### src/rtl/fn_sw_arb.sv
// fn_sw_arb: two-requester round-robin arbiter sharing one XOR/AND unit over EXEC_CYC cycles.
// Define FN_SW_ARB_FIXED_PRIO_EN to make requester 0 always win simultaneous requests.
module fn_sw_arb #(
   parameter int EXEC_CYC = 2
) (
   input  logic clk,
   input  logic rst,
   input  logic req0,
   input  logic a0,
   input  logic b0,
   input  logic sel0,
   input  logic req1,
   input  logic a1,
   input  logic b1,
   input  logic sel1,
   output logic gnt0,
   output logic gnt1,
   output logic y,
   output logic y_vld,
   output logic y_id,
   output logic busy
);
   typedef enum logic [1:0] {IDLE, EXEC, DONE} state_t;
   state_t state_q, state_d;
   logic [3:0] cnt_q, cnt_d;
   logic a_q, a_d, b_q, b_d, sel_q, sel_d, id_q, id_d;
   logic gnt0_q, gnt0_d, gnt1_q, gnt1_d;
   logic win;
`ifdef FN_SW_ARB_FIXED_PRIO_EN
   assign win = !req0;
`else
   // last_q resets to 1 so requester 0 is favoured first
   logic last_q;
   assign win = (req0 && req1) ? !last_q : req1;
   always_ff @(posedge clk)
      if (rst) last_q <= 1'b1;
      else if (state_q == DONE) last_q <= id_q;
`endif
   always_comb begin
      state_d = state_q;
      cnt_d = cnt_q;
      a_d = a_q;
      b_d = b_q;
      sel_d = sel_q;
      id_d = id_q;
      gnt0_d = 1'b0;
      gnt1_d = 1'b0;
      case (state_q)
         IDLE: if (req0 || req1) begin
            state_d = EXEC;
            cnt_d = '0;
            id_d = win;
            a_d = win ? a1 : a0;
            b_d = win ? b1 : b0;
            sel_d = win ? sel1 : sel0;
            gnt0_d = !win;
            gnt1_d = win;
         end
         EXEC: begin
            state_d = (cnt_q == 4'(EXEC_CYC - 1)) ? DONE : EXEC;
            cnt_d = (cnt_q == 4'(EXEC_CYC - 1)) ? '0 : cnt_q + 4'd1;
         end
         DONE: state_d = IDLE;
         default: state_d = IDLE;
      endcase
   end
   always_ff @(posedge clk)
      if (rst) begin
         state_q <= IDLE;
         cnt_q <= '0;
         {a_q, b_q, sel_q, id_q} <= '0;
         {gnt0_q, gnt1_q} <= '0;
      end else begin
         state_q <= state_d;
         cnt_q <= cnt_d;
         {a_q, b_q, sel_q, id_q} <= {a_d, b_d, sel_d, id_d};
         {gnt0_q, gnt1_q} <= {gnt0_d, gnt1_d};
      end
   assign gnt0 = gnt0_q;
   assign gnt1 = gnt1_q;
   assign y_vld = (state_q == DONE);
   assign y = y_vld & (sel_q ? (a_q ^ b_q) : (a_q & b_q));
   assign y_id = y_vld & id_q;
   assign busy = (state_q != IDLE);
endmodule
### config.mk
export PLATFORM = sky130hd
export DESIGN_NAME = fn_sw_arb
export DESIGN_NICKNAME = d
export VERILOG_FILES = /design/src/rtl/fn_sw_arb.sv
export SDC_FILE = /design/constraint.sdc
export NUM_CORES = 1
export LEC_CHECK = 0
export BUFFER_PORTS_ARGS = -buffer_cell sky130_fd_sc_hd__buf_2
export CORE_MARGIN = 2
export CORE_UTILIZATION = 45
export CTS_CLUSTER_SIZE = 25
export DETAILED_ROUTE_END_ITERATION = 10
export PLACE_DENSITY_LB_ADDON = 0.15
export SETUP_SLACK_MARGIN = 0.15
export SKIP_LAST_GASP = 1
export SYNTH_ARGS = -nofsm -noshare
export SYNTH_HDL_FRONTEND = slang
export SYNTH_SLANG_ARGS = --single-unit
### constraint.sdc
create_clock -name clk -period 2.06 [get_ports clk]
set_clock_uncertainty 0.1 [all_clocks]
set_input_delay 0.412 -clock clk [delete_from_list [all_inputs] [get_ports clk]]
set_output_delay 0.412 -clock clk [all_outputs]
set_load 0.1 [all_outputs]
# After elaboration in Yosys (flattened, before gate mapping)
# Cells that the tools add are included.
[word_totals] register_bits=13 elab_cells=41
[classes] n_eq_ne=4 bitwise=6 muxes=11 n_reduce_logical=10 n_addsub=1
[op_table] op="4-bit 2-to-1 mux" n=2
[op_table] op="4-bit one-hot mux with 2 select lines" n=1
[op_table] op="1-bit 2-to-1 mux" n=5
[op_table] op="4-bit by 1-bit adder with 4-bit output, second input constant" n=1
[op_table] op="4-bit by 1-bit == test with 1-bit output, second input constant" n=1
[op_table] op="2-bit 2-to-1 mux" n=2
[op_table] op="2-bit one-hot mux with 2 select lines" n=1
[op_table] op="2-bit AND reduction" n=2
[op_table] op="2-bit nonzero test" n=2
[op_table] op="1-bit AND" n=3
[op_table] op="3-bit OR reduction" n=1
[op_table] op="2-bit by 1-bit == test with 1-bit output, second input constant" n=1
[op_table] op="2-bit == test, second input constant" n=1
[op_table] op="1-bit zero test" n=2
[op_table] op="2-bit zero test" n=1
[op_table] op="2-bit inequality test, second input constant" n=1
[op_table] op="1-bit NOT" n=2
[op_table] op="1-bit logical AND" n=1
[op_table] op="1-bit logical OR" n=1
[op_table] op="1-bit bitwise XOR" n=1

# Depth between registers and ports, before layout
[depth] word_depth=3 ltp_mapped=5

# Least setup slack after synthesis
# Ideal clock, no wire load.
[synth_timing] path_kind="reg-to-output" startpoint="reg a_q" endpoint="out y" setup_slack_ns=-0.322 path_stages_with_launch=4 t_arrival_ns=1.870 required_ns=1.548 path_cell_list="dfxtp_1 > ha_1 > mux2i_1 > nor2_1"
[synth_via] elab_chain_cells=3 word_cells_on_any_way=4 classes_between="mux: 1; bitwise: 3"
[synth_lines] item="start, declared" line="26" text="logic a_q, a_d, b_q, b_d, sel_q, sel_d, id_q, id_d;"
[synth_lines] item="start signal, assigned" line="76" text="{a_q, b_q, sel_q, id_q} <= {a_d, b_d, sel_d, id_d};"
[synth_lines] item="1-bit AND / 1-bit bitwise XOR (equally long branches)" line="82" text="assign y = y_vld & (sel_q ? (a_q ^ b_q) : (a_q & b_q));"
[synth_lines] item="1-bit 2-to-1 mux (*)" line="82"
[synth_lines] item="1-bit AND (*)" line="82"
[synth_lines] item="end, declared" line="18" text="output logic y,"
# Every way passes the cells marked *; elsewhere a longest branch is shown, timed or not.

# Worst setup path after layout
# Same ends and word-level chain as after synthesis.

==> flow_summary.ini <==
[global_routing]
grt_pass1_wl_um = 1840
grt_max_degree = 13
grt_usage = 0.173
grt-ovfl-total = 0
grt_pass1_vias = 420
antenna_found_initial = 0

[synth]
synth_nets = 74
ys_async_sr_fraction = 0
synth_top_area_frac = 0.439
synth.avg_cell_area_um2 = 9.72
ys_warn_count = 0
synth_top_area_cell = dfxtp_1
syn-cell-area_um2 = 593
yosys_most_used_dff = dfxtp_1
synth_common_cells = 13 x dfxtp_1, 5 x a21oi_1, 4 x a221o_1
ys_ff_latch = 13
yosysSeqAreaShare = 0.439
syn_inst = 61
synth.most_common_cell = dfxtp_1
synth_edf_count = 0
ys_top_cells_by_area = dfxtp_1 44%, a221o_1 6.8%, ha_1 6.3%, and4_2 5.1%, a21oi_1 4.2%
synth_cell_types = 28

[power]
peakVddDrop_mv = 0.428
p_per_area_nw_per_um2 = 741
p_leak_nw = 0.325

[place]
hpwl_um = 859
place_inst = 90
post-place-ws_ps = 312
port_buffers = 15
routabilityCongestion = 0.713
place_area_um2 = 702

[clock_network]
clk_latency_ps = 270
htree_levels = 1
ctsHoldBuffers = 0
clk_pin_slew_ps = 80
cts-root-buf = clkbuf_4
cts_max_path_buffers = 2
cts_tree = yes
cts_setup_buffers = 0
cts.sinks = 13
cts_buffers = 3

[worst_setup_path]
cp.required_ps = 1550
crit_arrival_ps = 1320
slowest_stage = dfxtp_1
worst-path-max-fanout = 2
cp-end-kind = output port
critical_path.cell_chain = ha_1, mux2i_1, nor2_2, buf_4
crit_type = flop to output port
critPathTopFamily = flip-flops
cp-start-kind = flop
max_stage_delay_ps = 330
critical_path_buf_inv_count = 1

[die]
rows = 13
die_h_um = 40.3
die_area_um2 = 1620
initial_core_util = 0.467
core_um2 = 1270
ios = 16
dieWidth_um = 40.3

[timing]
rsz0062_at_grt = no
hold_viol = 0
fin_tns_setup_ps = 0
setup_viol = 0
drv_slew = 0
post-route-period-util = 0.889
worst_slack_ps = 229
tightest_slew_ps = 492
hold_slack_ps = 258
min_period_ps = 1830
maxSlewHeadroom = 0.670
max_freq_ghz = 0.546

[routing]
ant_nets = 0
wl_per_cell_um = 12.4
drtPass1Iterations = 2
vias = 513
postRouteWirelength_um = 1170
via_per_inst = 5.46
drt_iter0_drc = 1
drcViolationCount = 0

[finish]
finalNonFillerCells = 94
layout-drive-gt1-share = 0.380
final_cell_area_um2 = 737
nets = 93
antennaDiodeCount = 0
area_growth_pct = 24.3

[hold_path]
hold_path.class = input pin to flop

[job]
drv_cap = 0

[run_status]
status = finished clean
==> flip-flops by register name, summed over array words and instances, names as in the netlist <==
register / flops
b_q: 1
sel_q: 1
id_q: 1
cnt_q: 4
last_q: 1
state_q: 2
gnt0: 1
gnt1: 1
a_q: 1
==> layer usage <==
layer	routed length [µm]	global-route usage	share of wire
met1	578	0.229	0.50
met3	63	0.0667	0.054
met5	0	0	0
met4	0	0.0500	0
met2	523	0.262	0.45
==> cells by family after synthesis <==
family | count (synthesis) | share of synthesized area
AO/OA/AOI/OAI | 15 | 0.175
flip-flops | 13 | 0.439
AND/OR/NAND/NOR | 24 | 0.272
multiplexers | 1 | 0.0169
adder cells (fa/ha/maj) | 3 | 0.0633
buffers and inverters | 5 | 0.0337
==> what timing repair did <==
item                                    in CTS  in global routing
gates resized for setup                      4                  0
endpoints found under the hold margin        0                  0
endpoints found under the setup margin       4                  0
==> cells in the final DEF (no fill, tap or decap) <==
cell      netlist  layout
dfxtp_1        13      12
buf_2           1      11
a21oi_1         5       5
a221o_1         4       4
nand2b_1        3       3
inv_1           3       3
o21ai_0         3       3
and4_2          3       3
ha_1            3       3
clkbuf_4        0       3
buf_4           0       3
nor2_1          3       2
or3_2           2       2
nand2_1         2       2
inv_2           1       1
mux2i_1         1       1
nor2_2          0       1
and2_4          0       1
nor3_2          1       1
or2_1           1       1
and4bb_2        1       1
nor4_1          1       1
or3_1           1       1
a211o_1         1       1
nand3_1         1       1
o31ai_1         1       1
or4_1           1       1
nor3_1          1       1
and3_1          1       1
and3_2          1       1
a21o_1          1       1
clkbuf_1        0       1
buf_12          0       1
dfxtp_2         0       1
==> final timing paths <==
path,startpoint,end,slack (ps),cells past startpoint
max,a_q,y,230,4
min,a0,a_q,260,2
max reg2reg,cnt_q[1],cnt_q[3],570,5
min reg2reg,id_q,id_q,360,1
==> area by class of cell <==
class / count / area (µm²)
fill: 123 / 532
multi-input combinational: 43 / 318
sequential: 13 / 262
timing repair buffer: 15 / 97.6
clock buffer: 4 / 26.3
tap: 15 / 18.8
inverter: 4 / 15.0
==> through the flow <==
stage / power [W] / util
floorplan: 0.000363 / -
global placement: 0.000389 / 0.553
detailed placement: 0.000391 / 0.553
CTS: 0.000551 / 0.581
global route: 0.000573 / 0.581
finish: 0.000546 / 0.581
==> report_power, final <==
part	internal (W)	leakage (nW)	switching [W]
combinational	0.0000367	0.203	0.0000701
sequential	0.000267	0.107	0.0000136
clock	0.0000750	0.0150	0.0000838
total	0.000379	0.325	0.000167
==> worst register-to-register path: stages (launching register included) <==
cell and delay, ps:
dfxtp_1 370, inv_1 60, ha_1 170, and4bb_2 250
a221o_1 360, a21oi_1 130
No activity file was read; power rests on OpenSTA's default activity.
